`config.mk`:
```
export PLATFORM = sky130hd
export DESIGN_NAME = req_scheduler
export DESIGN_NICKNAME = d
export VERILOG_FILES = /design/src/rtl/req_scheduler.sv
export SDC_FILE = /design/constraint.sdc
export NUM_CORES = 1
export LEC_CHECK = 0
export CAP_MARGIN = 40
export CELL_PAD_IN_SITES_DETAIL_PLACEMENT = 0
export CELL_PAD_IN_SITES_GLOBAL_PLACEMENT = 1
export CORE_ASPECT_RATIO = 2
export CORE_MARGIN = 2
export CORE_UTILIZATION = 35
export CTS_CLUSTER_DIAMETER = 120
export DETAILED_ROUTE_END_ITERATION = 7
export PLACE_DENSITY_LB_ADDON = 0.1
export RECOVER_POWER = 25
export SYNTH_ARGS = -nofsm -noshare
export SYNTH_HDL_FRONTEND = slang
export SYNTH_SLANG_ARGS = --single-unit
```
`constraint.sdc`:
```
create_clock -name clk -period 1.8 [get_ports clk]
set_input_delay 0.18 -clock clk [delete_from_list [all_inputs] [get_ports clk]]
set_output_delay 0.18 -clock clk [all_outputs]
set_load 0.02 [all_outputs]
```
`src/rtl/req_scheduler.sv`:
```
// Elevator request scheduler: latches floor-button presses and issues one
// SCAN-ordered target floor at a time, with a hold-off after each door cycle.
//
// state | meaning
// ------+-----------------------------------------------------------
// IDLE  | no target; arbitrate as soon as any request is pending
// ISSUE | target held on Req until the door opens at that floor
// DWELL | door open at the served floor; wait for it to close
// HOLD  | post-door hold-off, counting HOLD_CYC cycles down
module req_scheduler #(
  parameter int HOLD_CYC = 4,
  parameter int CNT_W    = 4
) (
  input  logic       clk,
  input  logic       Reset_n,
  input  logic [3:1] Btn,
  input  logic       FLR1,
  input  logic       FLR2,
  input  logic       FLR3,
  input  logic       Door,
  output logic [3:1] Req,
  output logic [3:1] Pending,
  output logic       Dir,
  output logic       Busy
);

  typedef enum logic [1:0] {
    IDLE  = 2'd0,
    ISSUE = 2'd1,
    DWELL = 2'd2,
    HOLD  = 2'd3
  } state_t;

  localparam logic [CNT_W-1:0] HOLD_LD = CNT_W'(HOLD_CYC);
  localparam logic [CNT_W-1:0] CNT_ONE = CNT_W'(1);

  state_t           state;
  logic [1:0]       cur;
  logic [CNT_W-1:0] cnt;

  logic [3:1] flr_vec;
  logic [1:0] cur_nxt;
  logic [3:1] cur_oh;
  logic [3:1] clr;
  logic [3:1] up_mask;
  logic [3:1] dn_mask;
  logic [3:1] up_cand;
  logic [3:1] dn_cand;
  logic [3:1] arb_req;
  logic       arb_dir;

  function automatic logic [3:1] lowest(input logic [3:1] v);
    logic [3:1] r;
    r = 3'b000;
    if (v[1])      r = 3'b001;
    else if (v[2]) r = 3'b010;
    else if (v[3]) r = 3'b100;
    return r;
  endfunction

  function automatic logic [3:1] highest(input logic [3:1] v);
    logic [3:1] r;
    r = 3'b000;
    if (v[3])      r = 3'b100;
    else if (v[2]) r = 3'b010;
    else if (v[1]) r = 3'b001;
    return r;
  endfunction

  assign flr_vec = {FLR3, FLR2, FLR1};
  assign Busy    = (state != IDLE);

  // Floor position only moves on an unambiguous indicator
  always_comb begin
    cur_nxt = cur;
    case (flr_vec)
      3'b001:  cur_nxt = 2'd1;
      3'b010:  cur_nxt = 2'd2;
      3'b100:  cur_nxt = 2'd3;
      default: cur_nxt = cur;
    endcase
  end

  always_comb begin
    cur_oh  = 3'b001;
    up_mask = 3'b111;
    dn_mask = 3'b001;
    case (cur)
      2'd2: begin
        cur_oh  = 3'b010;
        up_mask = 3'b110;
        dn_mask = 3'b011;
      end
      2'd3: begin
        cur_oh  = 3'b100;
        up_mask = 3'b100;
        dn_mask = 3'b111;
      end
      default: begin
        cur_oh  = 3'b001;
        up_mask = 3'b111;
        dn_mask = 3'b001;
      end
    endcase
  end

  assign clr     = Door ? cur_oh : 3'b000;
  assign up_cand = Pending & up_mask;
  assign dn_cand = Pending & dn_mask;

  // Both candidate sets include cur, so a request at cur always wins
  always_comb begin
    arb_req = 3'b000;
    arb_dir = Dir;
    if (!Dir) begin
      if (up_cand != 3'b000) begin
        arb_req = lowest(up_cand);
        arb_dir = 1'b0;
      end else begin
        arb_req = highest(dn_cand);
        arb_dir = 1'b1;
      end
    end else begin
      if (dn_cand != 3'b000) begin
        arb_req = highest(dn_cand);
        arb_dir = 1'b1;
      end else begin
        arb_req = lowest(up_cand);
        arb_dir = 1'b0;
      end
    end
  end

  always_ff @(posedge clk) begin
    if (!Reset_n) begin
      state   <= IDLE;
      Req     <= 3'b000;
      Pending <= 3'b000;
      Dir     <= 1'b0;
      cnt     <= '0;
      cur     <= 2'd1;
    end else begin
      Pending <= (Pending | Btn) & ~clr;
      cur     <= cur_nxt;
      case (state)
        IDLE: begin
          Req <= 3'b000;
          if (Pending != 3'b000) begin
            Req   <= arb_req;
            Dir   <= arb_dir;
            state <= ISSUE;
          end
        end
        ISSUE: begin
          if (Door && (Req == cur_oh)) begin
            Req   <= 3'b000;
            state <= DWELL;
          end
        end
        DWELL: begin
          Req <= 3'b000;
          if (!Door) begin
            if (HOLD_CYC == 0) begin
              state <= IDLE;
            end else begin
              cnt   <= HOLD_LD;
              state <= HOLD;
            end
          end
        end
        HOLD: begin
          Req <= 3'b000;
          if (cnt <= CNT_ONE) begin
            cnt   <= '0;
            state <= IDLE;
          end else begin
            cnt <= cnt - CNT_ONE;
          end
        end
        default: begin
          Req   <= 3'b000;
          state <= IDLE;
        end
      endcase
    end
  end

endmodule
```
# After elaboration in Yosys (flattened, before gate mapping)
# Cells that the tools add are included.
# op_classes
eq_ne	13
n_mux	28
n_reduce_logical	12
bitwise_logic	5
order_cmp	1
addsub	1
# op_table
op	count
3-bit two-way mux	11
3-bit one-hot mux with 2 select lines	2
3-bit nonzero test	4
3-bit AND	3
3-bit one-hot mux with 3 select lines	1
2-bit equality test, second input constant	4
2-bit two-way mux	4
4-bit two-way mux	2
2-bit inequality test, second input constant	4
2-bit one-hot mux with 4 select lines	1
4-bit one-hot mux with 2 select lines	1
2-bit one-hot mux with 3 select lines	1
4-bit by 1-bit less-or-equal comparator with 1-bit output, second input constant	1
1-bit two-way mux	4
2-bit one-hot mux with 2 select lines	1
2-bit AND reduction	2
4-bit AND reduction	1
2-bit nonzero test	2
4-bit by 1-bit subtractor with 4-bit output, second input constant	1
3-bit by 1-bit equality test with 1-bit output, second input constant	1
3-bit by 2-bit equality test with 1-bit output, second input constant	1
3-bit equality test	1
3-bit equality test, second input constant	1
3-bit inverter	1
other kinds (5)	5
# totals
ff_bits	15
output_inout_bits	8
in_bits	9
wordCells	66

# Depth between registers and ports, before layout
# Gate-level depths: netlist of the first run.
# logic_depth
depth_word	10
depth_mapped	6
ltp_nobuf	6

# Worst setup path before layout of the first run
# No wires, ideal clock.
# synth_path
path_type	register to register
startpoint	reg Req[2] (netlist bit)
endpoint	reg state[0]
n_path_buf	0
arrival_ps	1512
stages_incl_launch_ff	5
required_ps	1675
setup_ps	125
setup_slack_ps	163
synth_period_minus_slack_ps	1637
cell_sequence	dfxtp_1 -> or3b_4 -> a211oi_4 -> o2111ai_2 -> mux2i_1
# synth_between
elab_chain_len	4
# synth_rtl
element	line	rtl
from (decl)	21	output logic [3:1] Req,
from (signal assigned)	149	Req <= arb_req;
3-bit equality test	155	if (Door && (Req == cur_oh)) begin
1-bit logical AND	155	
2-bit inequality test (no source line)	n/a	
4-bit AND reduction (no source line)	n/a	
to (signal assigned)	151	state <= ISSUE;
to (signal assigned)	157	state <= DWELL;
to (signal assigned)	164	state <= IDLE;
to (decl)	37	state_t state;
# No other way between the ends.
# A chain may end at the register's enable or synchronous reset.

# Worst setup path in the final report of the first run
# layout_path
startpoint	reg Pending[2] (netlist bit)
endpoint	out Pending[2] (netlist bit)
# layout_rtl
element	line	rtl
from (decl)	22	output logic [3:1] Pending,
from (signal assigned)	143	Pending <= (Pending | Btn) & ~clr;
# No word-level cell between the ends.

==> results.tsv, run 1 <==
stage	metric	value	unit
timing	Slew Viols, Final	0	
pwr	Int Power	0.8323	mW
cts	CTS Sinks	15	
placed_design	Final HPWL DP	2042	um
layout	share of cells above drive strength 1	14.29	%
logic_synthesis	asr flop ratio synth	0	%
logic_synthesis	EDFF count, synth	0	
pwr	sequential share of power	33.6	%
floorplanning	core area	2537	um2
detailed_routing	detailed-route via count	844	
pwr	combinational power share	46.1	%
pwr	Overall Power	1.324	mW
pwr	pwr dens	1100	nW/um2
layout	area taken by multi-input logic gates	580.6	um2
pwr	total leakage power	0.4771	nW
placed_design	port bufs	16	
critical_path	CP top delay family	buffers and inverters	
cts	Hold Buf Count CTS	0	
floorplanning	die height	76.44	um
status	status	finished clean	
logic_synthesis	list of most frequent post-synthesis cells	15 x dfxtp_1, 10 x nand2_1, 7 x inv_1, 7 x o21ai_0, 6 x ha_1	
critical_path	CP Launch Type	flop	
logic_synthesis	Mapped Cells	101	
critical_path	Critical Path RT	1620	ps
pwr	Worst VDD drop	582.0	uV
detailed_routing	Post-Route M1 WL	873	um
cts	clk_lat worst skew	250	ps
detailed_routing	WL/cell	16.30	um
grt	GRT Total Usage	18.99	%
floorplanning	die area	3074	um2
timing	Layout Skew	4.951	ps
detailed_routing	DRC	0	
layout	FF+latch area	300.3	um2
timing	Fin Setup TNS	0	ps
pwr	Clock Power Share	20.3	%
floorplanning	Die Width	40.22	um
detailed_routing	Vias/cell	5.481	
timing	Final min period	1596	ps
logic_synthesis	post-synth top area share	32.70	%
timing	RSZ-0062 raised after global routing	false	
detailed_routing	Antenna Nets Post-Route	0	
logic_synthesis	post-synth design cell area	918.4	um2
logic_synthesis	cell accounting for the most synthesized area	dfxtp_1	
detailed_routing	routed length on met2	1520	um
logic_synthesis	Yosys Warn Count	0	
critical_path	crit-path cells	clkdlybuf4s50_1	
logic_synthesis	ys flop type	dfxtp_1	
hold_path	Hold WC Path Type	flop to flop	
layout	n_diodes	0	
cts	Longest Clk Path Bufs	2	
grt	vias in the first global route	893	
critical_path	arrival time at the worst endpoint	1420	ps
logic_synthesis	syn_area_per_cell	9.093	um2
logic_synthesis	post-synth net total	116	
pwr	Sw Share	37.13	%
critical_path	Crit. End Element	output port	
grt	initial antenna violation count	0	
detailed_routing	Pre-antenna DRT Iters	4	
logic_synthesis	synth top area cells	dfxtp_1 33%, ha_1 8.2%, nand2_1 4.1%	
timing	final hold vios	0	
timing	Fmax	0.6267	GHz
layout	Layout fillers	263	
grt	first-pass GRT wire length	4071	um
critical_path	Max stage delay on crit path	670	ps
critical_path	kind of critical path	flop to output port	
pwr	switching power total	0.4917	mW
floorplanning	# IOs	17	
cts	H-tree level count	1	
detailed_routing	initial DRC count	8	
logic_synthesis	top-count cell post-synth	dfxtp_1	
critical_path	CP Max Fanout	9	
timing	Final setup viols	0	
timing	fin crit share	88.65	%
floorplanning	Rows	26	
critical_path	critical path buffer and inverter count	1	
logic_synthesis	sequential fraction of the synthesis area	32.70	%
cts	cts bufs inserted	3	
layout	synthesis-to-finish area growth	31.06	%
flow_run	max-cap violations	0	
placed_design	final RePlAce weighted congestion	0.8635	
timing	Slew headroom	73.03	%
logic_synthesis	number of distinct library cells after synthesis	37	
timing	actual slew at the worst max-slew pin	402.1	ps
floorplanning	Initial Util	36.19	%
detailed_routing	WL met3	68	um
detailed_routing	Routed WL	2510	um
cts	CTS tree	built	
logic_synthesis	flops & latches, synth	15	
critical_path	slowest stage cell, crit path	clkdlybuf4s50_1	
cts	Clk pin slew, worst setup/hold paths	60	ps
detailed_routing	top sig layer	met4	
cts	Root Buffer Master	clkbuf_8	
grt	largest net degree at the start of global routing	12	
grt	Remaining Overflow, GRT	0	
layout	Final Net Count	142	
==> routing by layer <==
metal	GRT usage (%)	vias to the layer above
met5	0	-
met1	18.10	401
met4	9.333	0
met2	35.16	16
met3	2.041	4
li1	-	423
==> cells in the final DEF (no fill, tap or decap), types with 2 or more instances in the layout <==
cell,count
dfxtp_1,15
clkdlybuf4s50_1,14
nand2_1,10
inv_1,7
o21ai_0,7
buf_4,7
ha_1,6
o21a_1,5
nand3b_1,4
a21oi_1,4
nor2_1,4
o211a_1,3
a21boi_1,3
mux2i_1,3
clkbuf_8,3
nand2b_1,2
a21boi_0,2
nor4_1,2
==> area by class of cell <==
class | instances | share of cell area [%]
tap | 28 | 2.911
sequential | 15 | 24.95
clock buffer | 3 | 3.430
clock inverter | 1 | 0.4158
inverter | 7 | 2.183
multi-input combinational | 76 | 48.23
timing repair buffer | 24 | 17.88
==> power by group through the flow <==
stage	Combinational (mW)	Clock, mW	Sequential [mW]
3_3_place_gp	0.621	0	0.451
2_1_floorplan	0.346	0	0.460
5_1_grt	0.669	0.296	0.456
3_5_place_dp	0.628	0	0.454
6_report	0.610	0.269	0.445
4_1_cts	0.619	0.281	0.446
==> final timing paths <==
| path | startpoint | end | slack (ps) | cells past startpoint |
|---|---|---|---|---|
| max | Pending[2] | Pending[2] | 200 | 1 |
| min reg2reg | cnt[1] | cnt[1] | 480 | 2 |
| max reg2reg | cnt[0] | state[0] | 230 | 6 |
| min | cnt[1] | cnt[1] | 480 | 2 |
==> worst register-to-register path: cells and delay by family (launching register included) <==
kind | cells | cell delay, ps
buffers and inverters | 1 | 90
DFF | 1 | 340
and+or+nand+nor | 1 | 80
muxes | 1 | 160
adders and majority gates | 1 | 200
AOI/OAI and AO/OA | 2 | 590
==> repair_timing <==
action / CTS / global route
buffers inserted: 0 / 0
gates resized for setup: 1 / 0
endpoints found under the setup margin: 1 / 0
==> state kept, by name, summed over array words and instances (netlist names) <==
name and flops:
Pending 3, state 2, Dir 1, cnt 4, Req 3, cur 2
==> stage by stage <==
step	setup slack [ps]	instance area [um2]	hold slack (ps)	cells	util, %
3_3_place_gp	153.2	1162	474.0	150	45.81
5_1_grt	89.81	1204	515.0	154	47.44
4_1_cts	186.3	1207	487.7	154	47.58
6_report	204.2	1204	479.6	154	47.44
3_5_place_dp	135.7	1162	477.9	150	45.81
2_1_floorplan	163.4	918.4	290.4	101	-
==> logic make-up after synthesis <==
logic type	after synthesis	share of synthesized area (%)
compound gates	36	32.43
simple gates	30	18.39
flops	15	32.70
buf+inv	10	4.088
fa+ha+maj	6	8.174
mux	3	3.270
xor+xnor	1	0.9539
(Power assumes the default switching activity.)
==> run 2: changes to the inputs <==
CTS_BUF_LIST = sky130_fd_sc_hd__clkbuf_4 sky130_fd_sc_hd__clkbuf_8   (was default)
PLACE_DENSITY = 0.83   (was default)
PLACE_DENSITY_LB_ADDON = default   (was 0.1)
==> results.tsv, run 2 (synthesis results as in run 1) <==
stage	metric	value	unit
status	status	finished clean	
detailed_routing	initial DRC count	14	
floorplanning	Initial Util	36.19	%
timing	final worst slack	148.5	ps
detailed_routing	Pre-antenna DRT Iters	6	
timing	Layout Skew	3.398	ps
flow_run	max-cap violations	0	
layout	max FFs per register	4	
timing	actual slew at the worst max-slew pin	503.5	ps
detailed_routing	detailed-route via count	845	
grt	initial antenna violation count	0	
cts	Root Buffer Master	clkbuf_8	
grt	met2 Track Usage GR	32.58	%
layout	synthesis-to-finish area growth	30.25	%
pwr	Worst VDD drop	626.9	uV
layout	Largest Register	cnt	
cts	clk_lat worst skew	250	ps
detailed_routing	Antenna Nets Post-Route	0	
pwr	Sw Share	37.64	%
pwr	Clock Power Share	21.5	%
layout	Layout fillers	244	
timing	RSZ-0062 raised after global routing	false	
layout	Top Registers	cnt (4), Pending (3), Req (3)	
cts	cts bufs inserted	3	
grt	largest net degree at the start of global routing	12	
cts	CTS tree	built	
grt	GRT Total Usage	17.74	%
timing	Final setup viols	0	
pwr	pwr dens	1087	nW/um2
timing	Fmax	0.6055	GHz
timing	Fin Setup TNS	0	ps
floorplanning	die height	76.44	um
pwr	Int Power	0.8105	mW
placed_design	pre-CTS setup slack	83.52	ps
timing	final hold vios	0	
floorplanning	Rows	26	
layout	most frequent cells in the layout	15 x dfxtp_1, 14 x clkdlybuf4s50_1, 10 x nand2_1	
pwr	combinational power share	43.4	%
layout	commonest non-fill, non-tap cell in the layout	dfxtp_1	
critical_path	CP Launch Type	flop	
critical_path	Crit. End Element	flop	
pwr	sequential share of power	35.1	%
timing	fin crit share	91.75	%
layout	share of cells above drive strength 1	13.60	%
grt	Remaining Overflow, GRT	0	
cts	Setup Buffers After CTS	0	
placed_design	final RePlAce weighted congestion	0.9048	
critical_path	crit-path cells	or3b_4 -> a211oi_4 -> o2111ai_2 -> mux2i_1	
cts	Longest Clk Path Bufs	2	
cts	H-tree level count	1	
grt	GRT met1 Usage	18.27	%
placed_design	port bufs	16	
timing	Fin Hold WS	473.3	ps
floorplanning	core area	2537	um2
critical_path	slowest stage cell, crit path	dfxtp_1	
cts	CTS Sinks	15	
layout	n_diodes	0	
critical_path	Max stage delay on crit path	420	ps
pwr	switching power total	0.4892	mW
layout	Final Net Count	141	
hold_path	Hold WC Path Type	flop to flop	
timing	Slew Viols, Final	0	
placed_design	Final HPWL DP	1833	um
cts	Clk pin slew, worst setup/hold paths	60	ps
grt	first-pass GRT wire length	3967	um
floorplanning	Die Width	40.22	um
detailed_routing	DRC	0	
detailed_routing	WL/cell	15.02	um
floorplanning	# IOs	17	
detailed_routing	Vias/cell	5.523	
critical_path	kind of critical path	flop to flop	
critical_path	arrival time at the worst endpoint	1780	ps
timing	Final min period	1651	ps
timing	Slew headroom	66.08	%
detailed_routing	Routed WL	2298	um
critical_path	Critical Path RT	1930	ps
critical_path	CP Max Fanout	6	
floorplanning	die area	3074	um2
grt	GR Util met3	2.915	%
pwr	total leakage power	0.4721	nW
grt	GR peak layer	met2	
grt	vias in the first global route	895	
[run 2: per-stage QoR]
step                cell area (um2)  utilization [%]  total power [mW]  cells
floorplan                     918.4                -            0.8057    101
global placement               1155            45.51             1.031    149
detailed placement             1155            45.51             1.042    149
CTS                            1200            47.29             1.309    153
global route                   1196            47.14             1.380    153
finish                         1196            47.14             1.300    153
[run 2: worst paths after layout]
| path | startpoint | end | slack [ps] | cells after the start |
|---|---|---|---|---|
| min | cnt[1] | cnt[1] | 470 | 2 |
| min reg2reg | cnt[1] | cnt[1] | 470 | 2 |
| max reg2reg | Req[2] | state[1] | 150 | 4 |
| max | Req[2] | state[1] | 150 | 4 |
[run 2: per-layer routing]
metal  vias to the layer above  share of wire [%]
li1                        418                  -
met1                       404                 37
met2                        19                 59
met3                         4                3.8
met4                         0               0.78
met5                         -                  0
[run 2: final cells by class]
class,instances,area (um2),area share [%]
Clock buffer,3,41.29,3.452
Tap cell,28,35.03,2.929
Inverter,7,26.28,2.197
Timing Repair Buffer,23,207.7,17.36
Clock inverter,1,5.005,0.4184
Sequential cell,15,300.3,25.10
Multi-Input combinational cell,76,580.6,48.54
[run 2: critical path, delay by kind of cell, from the launching register on]
family,cells,cell delay [ps]
AND/OR/NAND/NOR,1,420
AO/OA/AOI/OAI,2,530
multiplexers,1,160
flip-flops,1,420
[run 2: repair_timing]
action | in CTS | in global routing
gates resized for setup | 1 | 0
endpoints found under the setup margin | 1 | 0
endpoints found under the hold margin | 0 | 0
hold buffers | 0 | 0
[run 2: power by group through the flow]
| stage | registers (mW) | clock network (mW) | logic, mW |
|---|---|---|---|
| final | 0.456 | 0.279 | 0.565 |
| after global routing | 0.469 | 0.293 | 0.618 |
| after CTS | 0.456 | 0.282 | 0.571 |
| after detailed placement | 0.463 | 0 | 0.579 |
| after global placement | 0.458 | 0 | 0.573 |
| after floorplan | 0.460 | 0 | 0.346 |
==> run 3: changes to the inputs <==
ABC_AREA = 0   (was default)
==> results of run 3 <==
Final layout, timing and power as in run 2 (identical DEF).
